--- config.mk ---
export PLATFORM = sky130hd
export DESIGN_NAME = serial_cmp_lsb
export DESIGN_NICKNAME = d
export VERILOG_FILES = /design/src/rtl/serial_cmp_lsb.sv
export SDC_FILE = /design/constraint.sdc
export NUM_CORES = 1
export LEC_CHECK = 0
export CORE_MARGIN = 2
export CORE_UTILIZATION = 50
export CTS_BUF_LIST = sky130_fd_sc_hd__clkbuf_16
export CTS_CLUSTER_DIAMETER = 60
export DETAILED_ROUTE_END_ITERATION = 12
export PLACE_DENSITY = 0.82
export SLEW_MARGIN = 5
export SYNTH_ARGS = -nofsm -noshare
export SYNTH_HDL_FRONTEND = slang
export SYNTH_SLANG_ARGS = --single-unit
--- constraint.sdc ---
create_clock -name clk -period 2.1 [get_ports clk]
set_input_delay 0.42 -clock clk [delete_from_list [all_inputs] [get_ports clk]]
set_output_delay 0.42 -clock clk [all_outputs]
set_load 0.005 [all_outputs]
--- src/rtl/serial_cmp_lsb.sv ---
// Bit-serial magnitude comparator, LSB first, WIDTH+1 cycles per compare.
// Ports: clk, reset, start, A, B, is_signed in; busy, done, L, E, G out.
module serial_cmp_lsb #(
  parameter int WIDTH = 32
) (
  input  logic             clk,
  input  logic             reset,
  input  logic             start,
  input  logic [WIDTH-1:0] A,
  input  logic [WIDTH-1:0] B,
  input  logic             is_signed,
  output logic             busy,
  output logic             done,
  output logic             L,
  output logic             E,
  output logic             G
);

  localparam int CW = (WIDTH > 1) ? $clog2(WIDTH) : 1;
  localparam logic [CW-1:0] LAST = CW'(WIDTH - 1);

  localparam logic [1:0] REL_EQ = 2'd0;
  localparam logic [1:0] REL_LT = 2'd1;
  localparam logic [1:0] REL_GT = 2'd2;

  typedef enum logic [1:0] {
    IDLE  = 2'd0,
    SHIFT = 2'd1,
    DONE  = 2'd2
  } state_t;

  state_t           r_state;
  state_t           w_next;
  logic [CW-1:0]    r_cnt;
  logic [WIDTH-1:0] r_a;
  logic [WIDTH-1:0] r_b;
  logic             r_sgn;
  logic [1:0]       r_rel;
  logic             r_l;
  logic             r_e;
  logic             r_g;

  logic             w_last;
  logic             w_inv;
  logic             w_accept;
  logic [1:0]       w_rel_next;

  // Later bits override earlier ones, so the last differing bit
  // (highest order) decides. The sign bit weighs negatively.
  always_comb begin
    w_last     = (r_cnt == LAST);
    w_inv      = w_last & r_sgn;
    w_accept   = (r_state != SHIFT) & start;
    w_rel_next = r_rel;
    unique case (1'b1)
      (r_a[0] & ~r_b[0]): w_rel_next = w_inv ? REL_LT : REL_GT;
      (~r_a[0] & r_b[0]): w_rel_next = w_inv ? REL_GT : REL_LT;
      default:            w_rel_next = r_rel;
    endcase
  end

  always_comb begin
    w_next = IDLE;
    case (r_state)
      IDLE:    w_next = start ? SHIFT : IDLE;
      DONE:    w_next = start ? SHIFT : IDLE;
      SHIFT:   w_next = w_last ? DONE : SHIFT;
      default: w_next = IDLE;
    endcase
  end

  always_ff @(posedge clk) begin
    if (reset) begin
      r_state <= IDLE;
      r_cnt   <= '0;
      r_a     <= '0;
      r_b     <= '0;
      r_sgn   <= 1'b0;
      r_rel   <= REL_EQ;
      r_l     <= 1'b0;
      r_e     <= 1'b1;
      r_g     <= 1'b0;
    end else begin
      r_state <= w_next;
      if (w_accept) begin
        r_a   <= A;
        r_b   <= B;
        r_sgn <= is_signed;
        r_cnt <= '0;
        r_rel <= REL_EQ;
      end else if (r_state == SHIFT) begin
        r_a   <= r_a >> 1;
        r_b   <= r_b >> 1;
        r_cnt <= r_cnt + CW'(1);
        r_rel <= w_rel_next;
        if (w_last) begin
          r_l <= (w_rel_next == REL_LT);
          r_e <= (w_rel_next == REL_EQ);
          r_g <= (w_rel_next == REL_GT);
        end
      end
    end
  end

  assign busy = (r_state == SHIFT);
  assign done = (r_state == DONE);
  assign L    = r_l;
  assign E    = r_e;
  assign G    = r_g;

endmodule

==> impl_metrics.env <==
export IMPL_status="finished, final reports clean"
export IMPL_via_count=2757
export IMPL_synth_ff_latch_count=77
export IMPL_syn_to_final_growth_pct=27.1
export IMPL_die_w_um=88.1
export IMPL_r2r_start="r_cnt[0]"
export IMPL_synth_most_common_cell="dfxtp_1"
export IMPL_grt_pass1_vias=2660
export IMPL_drt_iter0_markers=127
export IMPL_antenna_left=0
export IMPL_gp_congestion=0.772
export IMPL_crit_path_max_fanout=11
export IMPL_drive_above_1_share_pct=6.40
export IMPL_setup_viol=0
export IMPL_crit_family="buffers and inverters"
export IMPL_synth_nets=433
export IMPL_vias_per_cell=5.32
export IMPL_p_leak_nw=1.89
export IMPL_port_buffers=72
export IMPL_critPathMaxStageDelay_ns=0.52
export IMPL_drt_wl_total_um=7000
export IMPL_clk_latency_ns=0.33
export IMPL_yosysTopAreaCell="dfxtp_1"
export IMPL_hpwlAfterDp_um=4640
export IMPL_avgSynthCellArea_um2=9.78
export IMPL_dr_pass1_iters=4
export IMPL_synth_top_area_share_pct=43.6
export IMPL_finalCritPeriodShare_pct=90.9
export IMPL_yosys_top_cells_area="dfxtp_1 (44%), mux2i_1 (20%), a211oi_1 (13%), nor2_1 (6.9%), buf_2 (2.1%)"
export IMPL_cts_tree="built"
export IMPL_drc=0
export IMPL_internal_power_w=0.00265
export IMPL_cts_setup_buffers=0
export IMPL_start_util_pct=51.7
export IMPL_worst_slack_ns=0.191
export IMPL_critPathSlowestCell="clkdlybuf4s50_1"
export IMPL_holdPathStages=2
export IMPL_cp_buffers_inverters=2
export IMPL_core_area_um2=6830
export IMPL_cts_buffers=9
export IMPL_clk_pin_slew_ns=0.05
export IMPL_grt_max_degree=133
export IMPL_synth_common_cells="dfxtp_1 (77), mux2i_1 (71), nor2_1 (65), a211oi_1 (60), buf_2 (15)"
export IMPL_overflow=0
export IMPL_track_usage_pct=18.6
export IMPL_peakVddDrop_v=0.000440
export IMPL_hold_violations=0
export IMPL_p_total_w=0.00355
export IMPL_arrival_ns=1.49
export IMPL_tns_ns=0
export IMPL_crit_path_start="r_state[0]"
export IMPL_cts_max_path_buffers=2
export IMPL_crit_cells=3
export IMPL_diodes=0
export IMPL_drv_slew=0
export IMPL_grt_antenna_before_repair=0
export IMPL_pwr_share_clk_pct=38.2
export IMPL_r2r_slack_ns=0.37
export IMPL_swShare_pct=25.2
export IMPL_rsz0062_at_grt="no"
export IMPL_cp_endpoint="busy"
export IMPL_min_path_type="reg2reg"
export IMPL_powerDensity_nw_per_um2=791
export IMPL_synth_edf_count=0
export IMPL_rr_endpoint="G"
export IMPL_root_buffer="clkbuf_16"
export IMPL_ctsHoldBuffers=0
export IMPL_clock_sinks=77
export IMPL_worstPathRequired_ns=1.68
export IMPL_reg2reg_depth=6
export IMPL_dieArea_um2=7750
export IMPL_slew_headroom_pct=44.2
export IMPL_cp_cell_sequence="nand2b_4 > inv_4 > clkdlybuf4s50_1"
export IMPL_grt_pass1_wl_um=11600
export IMPL_max_freq_mhz=524
export IMPL_die_y_um=88.1
export IMPL_fin_nets=489
export IMPL_critPathLaunchType="flop"
export IMPL_yosys_warnings=0
export IMPL_rows=30
export IMPL_num_fill_cells=575
export IMPL_endpoint_kind="output pin"
export IMPL_min_period_ns=1.91
export IMPL_critPathKind="reg2out"
export IMPL_synth_ff_type="dfxtp_1"
export IMPL_ys_seq_area_share_pct=43.6
export IMPL_power_frac_comb_pct=15.2
export IMPL_synthDistinctLibCells=30
export IMPL_io_pins=73
export IMPL_worstMarginPinSlew_ns=0.837
export IMPL_syn_inst=361
export IMPL_drv_cap=0
export IMPL_synth_area_um2=3530
export IMPL_drt_wirelength_per_cell_um=13.5
export IMPL_cts_max_level=3
export IMPL_dp_slack_ns=0.394
export IMPL_ys_async_sr_fraction_pct=0
export IMPL_finClkSkew_ns=0.00673
export IMPL_cts_resized_gates=0
export IMPL_p_switching_w=0.000895
export IMPL_p_seq_share_pct=46.6
==> power by group through the flow <==
stage / logic [W] / clock network [W] / registers (W)
3_3_place_gp: 0.000524 / 0 / 0.00168
3_5_place_dp: 0.000541 / 0 / 0.00168
5_1_grt: 0.000594 / 0.00144 / 0.00167
4_1_cts: 0.000545 / 0.00138 / 0.00165
6_report: 0.000539 / 0.00136 / 0.00165
2_1_floorplan: 0.000376 / 0 / 0.00166
==> worst reg2reg max path: cells and delay by family (launching register included) <==
family / cells / cell delay (ns)
AO/OA/AOI/OAI: 1 / 0.17
adder cells (fa/ha/maj): 2 / 0.39
flip-flops: 1 / 0.36
AND/OR/NAND/NOR: 3 / 0.74
==> placed cells by master (no fill, tap or decap), types with 3 or more instances in the layout <==
cell type,netlist,layout
nand3_1,7,7
o21ai_0,3,3
a21oi_1,5,5
buf_4,4,5
inv_1,5,6
nor2b_1,5,5
clkinv_2,0,3
dfxtp_1,77,77
nand2_1,3,3
clkbuf_16,0,9
a211oi_1,60,60
a211oi_2,3,3
nor2_1,65,65
ha_1,4,4
or3_1,3,3
nor3_1,3,3
clkdlybuf4s50_1,0,70
mux2i_1,71,71
==> registers in the layout (all words and copies together) (netlist names) <==
register,flops
r_a,32
r_b,32
r_cnt,5
r_rel,2
r_state,2
E,1
G,1
L,1
r_sgn,1
==> area by class of cell <==
class / instances / area [µm²] / area share (%)
tap: 96 / 120 / 2.68
multi-input combinational: 245 / 1760 / 39.2
sequential: 77 / 1540 / 34.3
clock inverter: 7 / 33.8 / 0.753
inverter: 6 / 25.0 / 0.558
timing repair buffer: 78 / 783 / 17.5
clock buffer: 9 / 225 / 5.02
==> cell families after synthesis <==
group                      Yosys count  share of synthesized area [%]
buffers and inverters               39                           6.77
and+or+nand+nor                     92                           11.4
AOI/OAI and AO/OA                   77                           16.3
DFF                                 77                           43.6
muxes                               72                           20.5
adders and majority gates            4                           1.42
==> per-stage QoR <==
stage | instances | hold WS, ns | area [µm²] | utilization (%)
2_1_floorplan | 361 | 0.452 | 3530 | -
3_3_place_gp | 502 | 0.461 | 4230 | 61.9
3_5_place_dp | 502 | 0.466 | 4230 | 61.9
4_1_cts | 518 | 0.473 | 4490 | 65.7
5_1_grt | 518 | 0.495 | 4490 | 65.7
6_report | 518 | 0.471 | 4490 | 65.7
==> layer usage <==
metal | GRT usage [%] | part of all wire [%] | up-vias | routed length [µm]
met5 | 0 | 0 | - | 0
met3 | 4.34 | 4.4 | 9 | 306
met1 | 23.3 | 46 | 1269 | 3230
li1 | - | - | 1426 | -
met2 | 31.1 | 48 | 53 | 3370
met4 | 7.44 | 1.4 | 0 | 98
==> worst min-delay path by stage <==
stage / from / to
6_report: r_cnt[4] / r_cnt[4]
4_1_cts: r_cnt[4] / r_cnt[4]
5_1_grt: r_cnt[4] / r_cnt[4]
3_3_place_gp: r_cnt[4] / r_cnt[4]
2_1_floorplan: r_cnt[4] / r_cnt[4]
3_5_place_dp: r_cnt[4] / r_cnt[4]
Power figures use the tool's default switching activity.
